===== src/rtl/amber128_cap_wb_ctrl.sv =====
// Writeback controller for the 1W/3R capability register file: round-robin write-port arbiter,
// registered capfile write stage and per-register busy scoreboard.
package amber128_cap_pkg;
  localparam int CAP_REG_AW = 5;
  localparam int C_XLEN     = 128;
endpackage

module amber128_cap_wb_ctrl
  import amber128_cap_pkg::*;
#(
  parameter int NUM_REQ   = 3,
  parameter int AW        = CAP_REG_AW,
  parameter int XLEN      = C_XLEN,
  parameter int REG_COUNT = 2**AW
) (
  input  logic                    clk_i,
  input  logic                    rst_i,
  input  logic [NUM_REQ-1:0]      req_valid_i,
  input  logic [NUM_REQ*AW-1:0]   req_addr_i,
  input  logic [NUM_REQ*XLEN-1:0] req_data_i,
  output logic [NUM_REQ-1:0]      req_ready_o,
  input  logic                    rsv_valid_i,
  input  logic [AW-1:0]           rsv_addr_i,
  output logic                    rsv_ready_o,
  input  logic                    flush_i,
  output logic [REG_COUNT-1:0]    busy_o,
  output logic                    cap_we_o,
  output logic [AW-1:0]           cap_waddr_o,
  output logic [XLEN-1:0]         cap_wdata_o,
  output logic                    wb_err_o
);

  localparam int RRW = $clog2(NUM_REQ);

  logic [RRW-1:0]       rr_q, rr_d;
  logic [RRW-1:0]       win_idx;
  logic                 win_found;
  logic [REG_COUNT-1:0] busy_q, busy_d;
  logic                 cap_we_q;
  logic [AW-1:0]        cap_waddr_q, cap_waddr_d;
  logic [XLEN-1:0]      cap_wdata_q, cap_wdata_d;
  logic                 wb_err_q, wb_err_d;

  // Round-robin search starting at rr_q; any valid request is granted this cycle.
  always_comb begin
    // NOTE: every variable gets a default first so the combinational block never infers a latch.
    win_idx   = '0;
    win_found = 1'b0;
    for (int i = 0; i < NUM_REQ; i++) begin
      int idx;
      idx = (int'(rr_q) + i) % NUM_REQ;
      if (!win_found && req_valid_i[idx]) begin
        win_found = 1'b1;
        win_idx   = RRW'(idx);
      end
    end
  end

  always_comb begin
    req_ready_o = '0;
    rr_d        = rr_q;
    cap_waddr_d = cap_waddr_q;
    cap_wdata_d = cap_wdata_q;
    if (win_found) begin
      req_ready_o[win_idx] = 1'b1;
      rr_d        = RRW'((int'(win_idx) + 1) % NUM_REQ);
      cap_waddr_d = req_addr_i[int'(win_idx)*AW +: AW];
      cap_wdata_d = req_data_i[int'(win_idx)*XLEN +: XLEN];
    end
  end

  // A reservation colliding with the write being committed this cycle is refused as well.
  assign rsv_ready_o = rsv_valid_i & ~busy_q[rsv_addr_i] & ~flush_i
                     & ~(cap_we_q && (cap_waddr_q == rsv_addr_i));

  always_comb begin
    busy_d = busy_q;
    if (cap_we_q)    busy_d[cap_waddr_q] = 1'b0;
    if (rsv_ready_o) busy_d[rsv_addr_i]  = 1'b1;
    if (flush_i)     busy_d              = '0;
  end

  assign wb_err_d = cap_we_q & ~busy_q[cap_waddr_q];

  always_ff @(posedge clk_i or posedge rst_i) begin
    if (rst_i) begin
      rr_q        <= '0;
      busy_q      <= '0;
      cap_we_q    <= 1'b0;
      cap_waddr_q <= '0;
      cap_wdata_q <= '0;
      wb_err_q    <= 1'b0;
    end else begin
      // NOTE: non-blocking so every flop samples pre-edge values regardless of statement order.
      rr_q        <= rr_d;
      busy_q      <= busy_d;
      cap_we_q    <= win_found;
      cap_waddr_q <= cap_waddr_d;
      cap_wdata_q <= cap_wdata_d;
      wb_err_q    <= wb_err_d;
    end
  end

  assign busy_o      = busy_q;
  assign cap_we_o    = cap_we_q;
  assign cap_waddr_o = cap_waddr_q;
  assign cap_wdata_o = cap_wdata_q;
  assign wb_err_o    = wb_err_q;

endmodule


===== config.mk =====
export PLATFORM = sky130hd
export DESIGN_NAME = amber128_cap_wb_ctrl
export DESIGN_NICKNAME = d
export VERILOG_FILES = /design/src/rtl/amber128_cap_wb_ctrl.sv
export SDC_FILE = /design/constraint.sdc
export NUM_CORES = 1
export LEC_CHECK = 0
export ABC_AREA = 0
export CAP_MARGIN = 5
export CORE_AREA = 2 2 225 227
export CTS_CLUSTER_SIZE = 30
export DETAILED_ROUTE_END_ITERATION = 10
export DIE_AREA = 0 0 227 229
export GPL_TIMING_DRIVEN = 0
export SLEW_MARGIN = 20
export SYNTH_ARGS = -nofsm -noshare
export SYNTH_HDL_FRONTEND = slang
export SYNTH_SLANG_ARGS = --single-unit
export TNS_END_PERCENT = 1

===== constraint.sdc =====
create_clock -name clk_i -period 17.47 [get_ports clk_i]
set_input_delay 3.494 -clock clk_i [delete_from_list [all_inputs] [get_ports clk_i]]
set_output_delay 3.494 -clock clk_i [all_outputs]
set_load 0.03 [all_outputs]

# After elaboration in Yosys (flattened, before gate mapping)
# Cells that the tools add are included.
# totals
regBits	169
latch_bits	0
ram_bits	0
rom_bits	0
wordCells	74
memories	0
# classes
addsub	3
multipliers	1
div	4
magnitude_cmp	9
n_eq_ne	1
shifts	2
muxes	29
bitwise_logic	11
n_reduce_logical	8
# op_table
cell	count
$shiftx A384 B10 Y128	1
$lt A32 B4 Y1 const B	3
$mod A32 B3 Y32 const B	3
$mux W32	3
$and A32 B32 Y32	1
$mod A3 B3 Y32 const B	1
$not A32 Y32	1
$or A32 B32 Y32	1
$shiftx A15 B6 Y5	1
$mux W1	14
$lt A5 B6 Y1 const B	2
$bmux W1 S5	2
$demux W1 S5	2
$ge A5 B1 Y1 const B	2
$add A2 B1 Y3 const B	2
$bmux W1 S2	3
$logic_and A1 B1 Y1	6
$mux W2	3
$eq A5 B5 Y1	1
$mul A2 B3 Y5 const B	1
$and A1 B1 Y1	4
$not A1 Y1	4
$add A2 B2 Y3 const B	1
$lt A2 B3 Y1 const B	1
4 further kinds	5

# Depth between registers and ports, before layout
# depth
ltp_word	16
depth_mapped	11
ltp_nobuf	9

# Worst setup path before layout
# Ideal clock, no wire load.
# synth_path
kind	input to output
from	input port rsv_addr_i[1]
to	output port rsv_ready_o
t_arrival_ns	5.202
path_slack_ns	8.774
path_stages	6
path_cell_list	buf_6 -> mux2_4 -> a311o_1 -> a221oi_4 -> nand3_2 -> nor2b_1
# synth_between
elab_chain_cells	6
elab_cells_between_ends	9
cone_classes	eq/ne: 1; mux: 2; bitwise: 5; reduce/logical: 1
# synth_rtl
element	line	source
start: declaration	23	input logic [AW-1:0] rsv_addr_i,
$bmux W1 S5	73	assign rsv_ready_o = rsv_valid_i & ~busy_q[rsv_addr_i] & ~flush_i
$mux W1 (not written as such)	73	
$not A1 Y1	73	
$and A1 B1 Y1 (2 in series)	73	
$and A1 B1 Y1 (*)	74	& ~(cap_we_q && (cap_waddr_q == rsv_addr_i));
end: declaration	24	output logic rsv_ready_o,
# Every way passes the cells marked *; elsewhere a longest branch is shown, timed or not. The select of a mux whose other input is x is not followed.

# Final worst setup path
# layout_path
from	input port req_valid_i[1]
to	output port req_ready_o[2]
# layout_between
elab_cells_between_ends	25
cone_classes	order compare: 2; mux: 18; reduce/logical: 5
# layout_lines
element	line	source
start: declaration	18	input logic [NUM_REQ-1:0] req_valid_i,
$bmux W1 S2	52	if (!win_found && req_valid_i[idx]) begin
$mux W1 (not written as such) (2 in series)	52	
$mux W1	52	
$logic_not A1 Y1	52	
$logic_and A1 B1 Y1	52	
$mux W1	52	
$logic_not A1 Y1	52	
$logic_and A1 B1 Y1	52	
$mux W1 (*)	52	
net win_found	37	logic win_found;
$mux W3 (*)	64	if (win_found) begin
end: declaration	21	output logic [NUM_REQ-1:0] req_ready_o,
# The timed path passes the listed nets; every way through them passes the cells marked *. The select of a mux whose other input is x is not followed.

==> results.toml <==
[clocking]
clk_latency_ns = 0.49
cts.path.max_buffers = 2
cts_buffers = 17
tritoncts = "built"
root_buffer = "clkbuf_16"
cts.clk_slew.worst_paths_ns = 0.07
clock_sinks = 169
cts_setup_buffers = 0
cts-hold-fix-buffers = 0
ctsResizeCount = 0
cts_max_level = 4

[global_routing]
grt_first_pass_wirelength_um = 70900
gr-max-usage-layer = "met2"
grtUsageTotal = 0.188
use_met3 = 0.0627
grt_pass1_vias = 10806
gr-total-overflow = 0
met2_usage = 0.334
grt_start_max_net_pins = 86
antenna_found_initial = 24
grt_use_met1 = 0.195

[synthesis]
yosysSeqAreaShare = 0.463
synth-edff-count = 0
ys_types = 49
yosys.area.top_type_share = 0.463
syn_area_per_cell_sq_um = 10.3
yosysWarnings = 0
synth_largest_area_cell = "dfrtp_1"
ys_seq_elements = 169
syn-num-nets = 1303
async_flop_share = 1.00
synthFlopType = "dfrtp_1"
synth_area_leaders = "dfrtp_1 (46%), mux2i_1 (16%), o22ai_1 (9.3%), a21oi_1 (7.3%), buf_2 (2.3%)"
netlist_area_sq_um = 9140
syn_inst = 887

[sta]
timing.final.hold_violations = 0
rsz0062_at_grt = "no"
timing.final.crit_period_ns = 10.22
final_max_slew_viol_count = 0
slew_headroom = 0.400
finalSetupTns_ns = 0
setup_viol = 0
tightest_slew_ns = 0.900
fin_skew_ns = 0.0110
min_period_over_period = 0.585
fmax_mhz = 97.8

[status]
status = "complete, no violations"

[placed_design]
port_buffers = 579
gp_congestion = 0.908
post-dp-hpwl_um = 40200

[critical_path]
cp.arrival_ns = 6.73
critPathSlowestCell = "clkdlybuf4s50_1"
reg2reg_to = "cap_wdata_o[81]"
worstPathRequired_ns = 13.98
endpoint_kind = "output pin"
path_max_fanout = 10
worstPathCellList = "clkdlybuf4s50_1 > nor2_1 > maj3_1 > a222oi_1 > buf_2 > buf_2 > buf_2 > and2_1 > clkdlybuf4s50_1"
path_common_cell = "buf_2"
r2r_cells = 10
r2r-start = "rr_q[0]"
crit_start = "req_valid_i[1]"
crit_family = "buffers and inverters"
ff2ff_setup_slack_ns = 14.30
cp.buffers_inverters = 5
path_class = "in2out"
cp-start-kind = "input pin"
cpPeakStageDelay_ns = 0.79

[floorplan]
io_pins = 582
core_sq_um = 49700
rows = 82
initial_core_util = 0.184
die_height_um = 229
dieArea_sq_um = 52000
die_w_um = 227

[power_and_ir_drop]
max-vdd-ir-drop_uv = 84.1
total_power_w = 0.00270
p_leak_nw = 6.19
p_per_area_nw_per_um2 = 165

[route]
ant_nets = 0
wl_um = 49800
via_per_inst = 4.65
vias = 10168
drcViolationCount = 0
wire_per_inst_um = 22.8
drt_iter0_markers = 458
firstDrtPassIters = 5

[worst_hold_path]
worstHoldEndpoint = "cap_wdata_o[13]"
hold_path.class = "reg2reg"
worstHoldStart = "cap_wdata_o[13]"
min_path_cells = 2

[finish]
layout_common_cells = "clkdlybuf4s50_1 (579), dfrtp_1 (169), mux2i_1 (147), o22ai_1 (136), a21oi_1 (134)"
layout_commonest_cell = "clkdlybuf4s50_1"
final_layout_size_suffix_gt1_frac = 0.0660
final_util = 0.331
syn_to_final_growth_pct = 79.7
layout.nets = 1902

[run]
maxCapViolCount = 0
[flip-flops by register name (all words and copies together) (netlist names)]
register     count
cap_wdata_o    128
busy_o          32
cap_waddr_o      5
rr_q             2
cap_we_o         1
wb_err_o         1
[metrics by stage]
step | cell area (sq um) | setup slack, ns | instances | hold slack, ns
floorplan | 9140 | 8.77 | 887 | 0.522
global placement | 15800 | 6.51 | 2138 | 0.532
CTS | 16400 | 7.23 | 2171 | 0.555
finish | 16400 | 7.25 | 2185 | 0.546
global route | 16400 | 7.03 | 2185 | 0.579
detailed placement | 15800 | 7.23 | 2139 | 0.539
[worst min-delay path: cells and delay by family, from the launching register on]
family	cells	cell delay [ns]
compound gates	2	0.16
flops	1	0.34
[cells in the mapped netlist (6+ instances only)]
cell / n
mux4_2: 7
dfrtp_1: 169
o21ai_0: 30
inv_1: 7
clkbuf_1: 28
nand2b_1: 6
nand3b_1: 25
a21oi_1: 134
buf_2: 42
o31ai_1: 20
buf_1: 7
and2_1: 9
nand2_1: 28
o22ai_1: 136
nand3_1: 9
nor2b_1: 17
mux2i_1: 147
nor3b_1: 8
[worst max path at each step]
| stage | to | slack, ns | cells past startpoint |
|---|---|---|---|
| CTS | req_ready_o[2] | 7.23 | 9 |
| detailed placement | req_ready_o[2] | 7.23 | 9 |
| global placement | cap_wdata_o[47] | 6.51 | 2 |
| floorplan | rsv_ready_o | 8.77 | 6 |
| global route | req_ready_o[2] | 7.03 | 9 |
| finish | req_ready_o[2] | 7.25 | 9 |
[routing by layer]
layer,vias to the layer above,part of all wire
met3,94,0.080
met5,-,0.00098
met2,482,0.51
met1,4982,0.37
met4,8,0.042
li1,4602,-
[kinds of logic (layout without fill, tap and decap cells)]
kind of cell	count (synthesis)	after routing	share of synthesized area
and+or+nand+nor	123	123	0.0790
AOI/OAI and AO/OA	337	337	0.217
muxes	158	158	0.184
adders and majority gates	7	7	0.00903
DFF	169	169	0.463
buffers and inverters	88	700	0.0435
xor gates and xnor gates	5	5	0.00479
other	0	14	0
[report_power, final]
| group | switching (W) | total, W | internal, W |
|---|---|---|---|
| clock network | 0.000185 | 0.000388 | 0.000203 |
| logic | 0.000989 | 0.00165 | 0.000660 |
| registers | 0.000104 | 0.000666 | 0.000562 |
| total | 0.00128 | 0.00270 | 0.00142 |
[final cells by class]
cell class / count / area [sq um]
timing repair buffer: 580 / 5820
sequential: 169 / 4230
inverter: 9 / 41.3
buffer: 79 / 364
fill: 5245 / 33200
antenna: 14 / 35.0
multi-input combinational: 630 / 4510
tap: 672 / 841
clock buffer: 18 / 439
clock inverter: 14 / 139
Note: power is estimated with default switching activity, not from simulation.
